[src/rtl/msk_romulus_seq.sv]
// Block sequencer for the masked Skinny-128-384+ core in Romulus-N: builds TK1 from an LFSR
// block counter, launches or chains core runs, and buffers CT shares in a 2-entry FIFO.
module msk_romulus_seq #(
  parameter int unsigned D = 2
) (
  input  logic             clk,
  input  logic             reset,
  input  logic             blk_valid,
  output logic             blk_ready,
  input  logic [7:0]       blk_dom,
  input  logic             blk_ctr_rst,
  input  logic             blk_final,
  input  logic [127:0]     blk_tk2,
  input  logic [128*D-1:0] blk_pt,
  output logic             out_valid,
  input  logic             out_ready,
  output logic [128*D-1:0] out_ct,
  output logic             out_final,
  output logic             busy,
  output logic             core_reset,
  output logic             core_start,
  output logic             core_last,
  output logic [127:0]     core_tk1,
  output logic [127:0]     core_tk2,
  output logic [128*D-1:0] core_pt,
  input  logic [128*D-1:0] core_ct,
  input  logic             core_done,
  output logic             proto_err
);

  localparam int unsigned W = 128 * D;

  typedef enum logic {StIdle, StRun} state_e;

  state_e         state_q, state_d;
  logic [55:0]    ctr_q, ctr_d;  // counter used by the next block that does not restart
  logic           stg_valid_q, stg_valid_d;
  logic [127:0]   stg_tk1_q, stg_tk1_d;
  logic [127:0]   stg_tk2_q, stg_tk2_d;
  logic [W-1:0]   stg_pt_q, stg_pt_d;
  logic           stg_final_q, stg_final_d;
  logic           inf_final_q, inf_final_d;
  logic [W-1:0]   fifo_ct_q [2];
  logic [W-1:0]   fifo_ct_d [2];
  logic [1:0]     fifo_final_q, fifo_final_d;
  logic [1:0]     fifo_cnt_q, fifo_cnt_d;
  logic           perr_q, perr_d;
  logic           accept, pop, push, take;
  logic [1:0]     cnt_after_pop;
  logic [55:0]    ctr_use;

  function automatic logic [55:0] lfsr_step(input logic [55:0] c);
    return {c[54:0], 1'b0} ^ (c[55] ? 56'h95 : 56'h0);
  endfunction

  always_comb begin
    state_d      = state_q;
    ctr_d        = ctr_q;
    stg_valid_d  = stg_valid_q;
    stg_tk1_d    = stg_tk1_q;
    stg_tk2_d    = stg_tk2_q;
    stg_pt_d     = stg_pt_q;
    stg_final_d  = stg_final_q;
    inf_final_d  = inf_final_q;
    fifo_ct_d    = fifo_ct_q;
    fifo_final_d = fifo_final_q;
    perr_d       = perr_q;
    core_start   = 1'b0;
    core_last    = 1'b1;
    push         = 1'b0;
    take         = 1'b0;

    accept        = blk_valid & blk_ready;
    pop           = out_valid & out_ready;
    cnt_after_pop = fifo_cnt_q - {1'b0, pop};
    ctr_use       = blk_ctr_rst ? 56'h1 : ctr_q;

    if (!reset) begin
      unique case (state_q)
        StIdle: begin
          if (core_done) perr_d = 1'b1;
          // Launching needs a free FIFO slot for the CT this run will produce.
          if (stg_valid_q && cnt_after_pop <= 2'd1) begin
            core_start = 1'b1;
            take       = 1'b1;
            state_d    = StRun;
          end
        end
        StRun: begin
          if (core_done) begin
            push = 1'b1;
            // Chain only if the FIFO keeps a slot free for the chained block's CT.
            if (stg_valid_q && cnt_after_pop == 2'd0) begin
              core_last = 1'b0;
              take      = 1'b1;
            end else begin
              state_d = StIdle;
            end
          end
        end
      endcase
    end

    if (take) begin
      stg_valid_d = 1'b0;
      inf_final_d = stg_final_q;
    end

    if (accept) begin
      stg_valid_d = 1'b1;
      stg_tk1_d   = {ctr_use, blk_dom, 64'h0};
      stg_tk2_d   = blk_tk2;
      stg_pt_d    = blk_pt;
      stg_final_d = blk_final;
      ctr_d       = lfsr_step(ctr_use);
    end

    if (pop) begin
      fifo_ct_d[0]    = fifo_ct_q[1];
      fifo_final_d[0] = fifo_final_q[1];
    end
    if (push) begin
      fifo_ct_d[cnt_after_pop[0]]    = core_ct;
      fifo_final_d[cnt_after_pop[0]] = inf_final_q;
    end
    fifo_cnt_d = cnt_after_pop + {1'b0, push};
  end

  always_ff @(posedge clk) begin
    if (reset) begin
      state_q      <= StIdle;
      ctr_q        <= 56'h1;
      stg_valid_q  <= 1'b0;
      stg_tk1_q    <= '0;
      stg_tk2_q    <= '0;
      stg_pt_q     <= '0;
      stg_final_q  <= 1'b0;
      inf_final_q  <= 1'b0;
      fifo_ct_q[0] <= '0;
      fifo_ct_q[1] <= '0;
      fifo_final_q <= '0;
      fifo_cnt_q   <= '0;
      perr_q       <= 1'b0;
    end else begin
      state_q      <= state_d;
      ctr_q        <= ctr_d;
      stg_valid_q  <= stg_valid_d;
      stg_tk1_q    <= stg_tk1_d;
      stg_tk2_q    <= stg_tk2_d;
      stg_pt_q     <= stg_pt_d;
      stg_final_q  <= stg_final_d;
      inf_final_q  <= inf_final_d;
      fifo_ct_q[0] <= fifo_ct_d[0];
      fifo_ct_q[1] <= fifo_ct_d[1];
      fifo_final_q <= fifo_final_d;
      fifo_cnt_q   <= fifo_cnt_d;
      perr_q       <= perr_d;
    end
  end

  assign blk_ready  = !stg_valid_q && !reset;
  assign out_valid  = fifo_cnt_q != 2'd0;
  assign out_ct     = out_valid ? fifo_ct_q[0] : '0;
  assign out_final  = out_valid & fifo_final_q[0];
  assign busy       = stg_valid_q | (state_q == StRun) | out_valid;
  assign core_reset = reset;
  assign core_tk1   = stg_tk1_q;
  assign core_tk2   = stg_tk2_q;
  assign core_pt    = stg_pt_q;
  assign proto_err  = perr_q;

  credit_a: assert property (@(posedge clk) disable iff (reset)
    ({1'b0, fifo_cnt_q} + {2'b0, state_q == StRun}) <= 3'd2);
  push_full_a: assert property (@(posedge clk) disable iff (reset)
    !(push && cnt_after_pop == 2'd2));

endmodule

[config.mk]
export PLATFORM = sky130hd
export DESIGN_NAME = msk_romulus_seq
export DESIGN_NICKNAME = d
export VERILOG_FILES = /design/src/rtl/msk_romulus_seq.sv
export SDC_FILE = /design/constraint.sdc
export NUM_CORES = 2
export LEC_CHECK = 0
export ABC_AREA = 1
export BUFFER_PORTS_ARGS = -buffer_cell sky130_fd_sc_hd__buf_2
export CORE_AREA = 5 5 546 548
export DETAILED_ROUTE_END_ITERATION = 10
export DIE_AREA = 0 0 551 553
export GPL_TIMING_DRIVEN = 0
export SLEW_MARGIN = 30
export SYNTH_ARGS = -nofsm -noshare
export SYNTH_HDL_FRONTEND = slang
export SYNTH_SLANG_ARGS = --single-unit
[constraint.sdc]
create_clock -name clk -period 4.45 [get_ports clk]
set_input_delay 0.445 -clock clk [delete_from_list [all_inputs] [get_ports clk]]
set_output_delay 0.445 -clock clk [all_outputs]
set_load 0.1 [all_outputs]
* Yosys cells after proc, flatten, opt, wreduce, memory -nomap -nowiden
Index checks and enable logic that the tools add are counted.
** Cells by class
- Order comparisons :: 5
- Add/subtract/negate cells :: 2
- Multiplexer cells :: 31
- Reduce and logical (&&, ||, !) cells :: 11
- Bitwise logic cells :: 8
** Operator list (number)
- two-way mux 256 bit :: 3
- bitwise mux 512 bit :: 1
- two-way mux 512 bit :: 1
- demux 256 bit (select 1 bit) :: 1
- two-way mux 56 bit :: 1
- bitwise XOR 56 x 8 -> 56 bit :: 1
- two-way mux 1 bit :: 19
- two-way mux 8 bit :: 1
- logical AND 1 bit :: 5
- case mux 1 bit (2 select lines) :: 2
- nonzero test 2 bit :: 2
- bitwise AND 1 bit :: 3
- adder 2 x 1 -> 2 bit :: 1
- bitwise mux 2 bit :: 1
- greater-or-equal comparator 2 bit, second input constant :: 1
- <= comparator 2 x 1 -> 1 bit, second input constant :: 1
- zero test 1 bit :: 2
- zero test 2 bit :: 1
- < comparator 1 x 2 -> 1 bit, second input constant :: 1
- < comparator 2 x 1 -> 1 bit, second input constant :: 1
- NOT 1 -> 2 bit :: 1
- OR 1 bit :: 2
- AND reduction 2 bit :: 1
- subtractor 2 x 1 -> 2 bit :: 1
- other kinds (3) :: 3
** Word-level totals
- Input bits :: 655
- Logic and storage cells :: 71
- Bits in registers :: 1025

* Depth between registers and ports, before layout
- Depth after elaboration :: 11
- Depth in mapped cells :: 17
- Depth with buffers taken out :: 13

* Worst setup path after synthesis
No wires, ideal clock.
- Kind :: register to register
- Start :: reg fifo_cnt_q[1]
- End :: reg inf_final_q
- Arrival :: 3.361 ns
- Path buffers :: 3
- Data required time :: 4.335 ns
- Setup slack :: 0.974 ns
- Setup time :: 0.115 ns
- Cell stages (with the launch flop) :: 16
- Cell sequence :: dfxtp_1 inv_1 nand2_2 nand2_1 inv_2 buf_6 buf_6 buf_6 ha_1 inv_1 nand2_1 nand2_1 nor2_1 nor2_1 nor2_1 nor2_1
** On the way
- Cells in the longest elaborated chain, start to end :: 9
- Elaborated cells on any way between the ends :: 12
- Those cells by class :: add/sub (1); order compare (1); mux (5); bitwise (1); reduce/logical (4)
** Ends and longest elaborated chain
- from (decl) :: RTL line 46 : logic [1:0] fifo_cnt_q, fifo_cnt_d;
- from (signal assigned) :: RTL line 156 : fifo_cnt_q <= fifo_cnt_d;
- nonzero test 2 bit (*) :: RTL line 162 : assign out_valid = fifo_cnt_q != 2'd0;
- via out_valid :: RTL line 15 : output logic out_valid,
- bitwise AND 1 bit (*) :: RTL line 74 : pop = out_valid & out_ready;
- subtractor 2 x 1 -> 2 bit (*) :: RTL line 75 : cnt_after_pop = fifo_cnt_q - {1'b0, pop};
- zero test 2 bit :: RTL line 93 : if (stg_valid_q && cnt_after_pop == 2'd0) begin
- logical AND 1 bit :: RTL line 93
- two-way mux 1 bit :: RTL line 93
- two-way mux 1 bit :: RTL line 90 : if (core_done) begin
- case mux 1 bit (2 select lines) (*) :: RTL line 79 : unique case (state_q)
- two-way mux 1 bit (*) :: RTL line 78 : if (!reset) begin
- to (signal assigned) :: RTL line 152 : inf_final_q <= inf_final_d;
- to (decl) :: RTL line 42 : logic inf_final_q, inf_final_d;
Mark *: on every way through the listed nets, which the timed path passes. The rest lies on a longest branch.
A chain may end at the register's enable or synchronous reset.

* Worst setup path in the final report
- Start :: reg fifo_cnt_q[1]
- End :: reg fifo_ct_q[176] (netlist name)
** On the way
- Cells in the longest elaborated chain, start to end :: 9
- Elaborated cells on any way between the ends :: 10
- Those cells by class :: add/sub (1); order compare (2); mux (3); bitwise (2); reduce/logical (2)
** Ends and longest elaborated chain
- nonzero test 2 bit (*) :: RTL line 162
- bitwise AND 1 bit (*) :: RTL line 74
- subtractor 2 x 1 -> 2 bit (*) :: RTL line 75
- NOT 1 -> 2 bit (not written as such) (*) :: RTL line 123 : fifo_ct_d[cnt_after_pop[0]] = core_ct;
- greater-or-equal comparator 2 bit (not written as such) / < comparator 2 x 1 -> 1 bit (equally long branches) :: RTL line 123
- logical AND 1 bit (not written as such) :: RTL line 123
- two-way mux 256 bit (not written as such) :: RTL line 123
- demux 256 bit (select 1 bit) (*) :: RTL line 123
- bitwise mux 512 bit (*) :: RTL line 123
- to (decl) :: RTL line 43 : logic [W-1:0] fifo_ct_q [2];
Every way passes the cells marked *; elsewhere a longest branch is shown, timed or not.

==> flow_summary.ini <==
[die]
top_level_ports = 1431
dieArea_um2 = 305000
die_w_um = 551
die_h_um = 553
fp-row-count = 199
start_util_pct = 13.8
core_um2 = 293000

[timing]
setup_slack_ns = 0.259
finalCritPeriodShare_pct = 94.2
worst_pin_slew_ns = 1.01
holdWs_ns = 0.116
rsz0062_at_grt = false
fin_tns_setup_ns = 0
hold_viol = 0
final-max-slew-violation-count = 0
slew_headroom_pct = 32.7
fin_skew_ns = 0.0444
finalSetupViolCount = 0
fin_crit_ns = 4.19
fmax_mhz = 239

[synth]
synth_area_um2 = 40400
synth_top_area_share_pct = 48.2
syn_inst = 5745
synthArstFlopShare_pct = 0
synth_area_per_cell_um2 = 7.03
synth_area_leader_cell = dfxtp_1
ys_seq_elements = 973
synth.area.top_cells = dfxtp_1 (48%), nand2_1 (13%), nor2_1 (12%), nand3_1 (5.6%), inv_1 (4.9%)
ys_types = 24
ys_seq_area_share_pct = 48.2
synthFlopType = dfxtp_1
ys_warn_count = 0
synth_common_cells = nand2_1 (1,370), nor2_1 (1,294), dfxtp_1 (973)
yosysMostFrequentCell = nand2_1
synth_edf_count = 0

[cts]
cts.sinks = 973
worstSkewPairLatency_ns = 0.84
cts_inserted_buffers = 115
clockBufferDepth = 4
cts_setup_buffers = 0
cts_tree = done
clk_pin_slew_ns = 0.06
cts_hold_buffers = 645
htreeDepth = 3
cts_root_buf = clkbuf_16
cts_resized = 0

[grt]
grt_max_degree = 17
first_global_vias = 44300
busiest_layer = met2
grt_pass1_wl_um = 384000
use_met3_pct = 7.17
grtUsageMet1_pct = 19.6
met2_usage_pct = 30.8
grt_antenna_before_repair = 135
grt_usage_pct = 18.3
grt.overflow.total = 0

[worst_hold_path]
hp-class = primary input to register

[placed_design]
portBuffers = 1365
place_hpwl_um = 243000
routabilityCongestion = 1.04
preCtsSetupSlack_ns = 0.0423
postPlaceCellArea_um2 = 52400

[route]
drcViolationCount = 0
ant_nets = 0
via_per_inst = 3.92
drt_iter0_markers = 4763
routed_wl_um = 295000
wl_per_cell_um = 24.5
vias = 47200
dr.pass1.iters = 8

[worst_setup_path]
crit_arrival_ns = 4.85
critPathLaunchType = register
worstPathMaxFanout = 12
crit_path_end_kind = register
required_ns = 5.11
crit_type = register to register

[power]
power_density_nw_per_um2 = 471
ir_drop_v = 0.000391
leakage_nw = 31.0

[layout]
nets = 8594
areaGrowthSynthToFinish_pct = 55.8
layout-drive-gt1-share_pct = 23.9
fin_area_um2 = 62900
utilization_pct = 21.5

[flow_run]
cap_violations = 0

[status]
status = finished, final reports clean
==> power breakdown <==
| part | leakage, nW | internal (mW) | total, mW | switching [mW] |
|---|---|---|---|---|
| Clock | 1.91 | 5.80 | 9.92 | 4.12 |
| Combinational | 21.2 | 2.14 | 9.93 | 7.79 |
| Sequential | 7.92 | 9.45 | 9.78 | 0.336 |
| Total | 31.0 | 17.4 | 29.6 | 12.2 |
==> cell type report <==
cell class	count	area (µm²)
buffer	529	3000
sequential	973	19500
inverter	533	2000
fill	32800	230000
tap	3919	4900
clock inverter	36	465
multi-input combinational	3773	16200
clock buffer	173	3420
timing repair buffer	2012	13300
antenna	74	185
==> state kept, by name, summed over array words and instances, names as in the netlist <==
name / count
fifo_ct_q: 512
core_pt: 256
core_tk2: 128
ctr_q: 55
core_tk1: 13
fifo_cnt_q: 2
fifo_final_q: 2
inf_final_q: 1
proto_err: 1
state_q: 1
stg_final_q: 1
stg_valid_q: 1
==> stage by stage <==
step / power (mW) / instances
floorplan: 16.3 / 5808
global placement: 19.3 / 11100
detailed placement: 19.3 / 11100
CTS: 29.9 / 11900
global route: 30.8 / 12000
finish: 29.6 / 12000
==> kinds of logic (layout without fill, tap and decap cells) <==
family                   count (synthesis)  after routing  share of synthesized area (%)
buffers and inverters                 1062           3283                           12.4
AND/OR/NAND/NOR                       3122           3122                           30.5
adder cells (fa/ha/maj)                  2              2                         0.0619
other                                    1            138                        0.00928
flip-flops                             973            973                           48.2
AO/OA/AOI/OAI                          584            584                           8.84
XOR/XNOR                                 1              1                         0.0217
==> path summary, 6_finish.rpt <==
check	start	end	slack (ns)	cells past startpoint
max	fifo_cnt_q[1]	fifo_ct_q[176]	0.26	17
min	blk_pt[51]	core_pt[51]	0.12	3
max reg2reg	fifo_cnt_q[1]	fifo_ct_q[176]	0.26	17
min reg2reg	core_tk2[62]	core_tk2[62]	0.46	2
==> layout by cell type, fill, tap and decap left out, drive strengths merged <==
cell type	instances
diode	74
dlygate4sd3	645
o211ai	257
a211oi	1
o21ai	261
nand3	451
dfxtp	973
bufinv	9
ha	2
inv	535
a31oi	1
nand2	1374
clkinv	21
nor3	1
nor2	1296
a21oi	64
clkinvlp	4
xnor2	1
buf	1752
conb	64
clkbuf	317
==> metal layers <==
layer,part of all wire [%],vias to the layer above
met5,0.078,-
met4,6.7,38
met3,12,538
met2,46,2530
met1,35,22000
li1,-,22100
==> worst max-delay path, cell delays in order, from the launching register on <==
cell     delay (ns)
dfxtp_1        0.33
inv_1          0.06
nand2_2        0.11
nand2_1        0.08
inv_2          0.07
buf_6          0.21
buf_6          0.25
buf_6          0.18
ha_1           0.28
inv_1          0.10
ha_1           0.14
buf_2          0.39
buf_2          0.60
inv_1          0.25
buf_2          0.39
buf_2          0.31
nor2_1         0.13
nor2_1         0.06
Note: power is estimated with default switching activity, not from simulation.
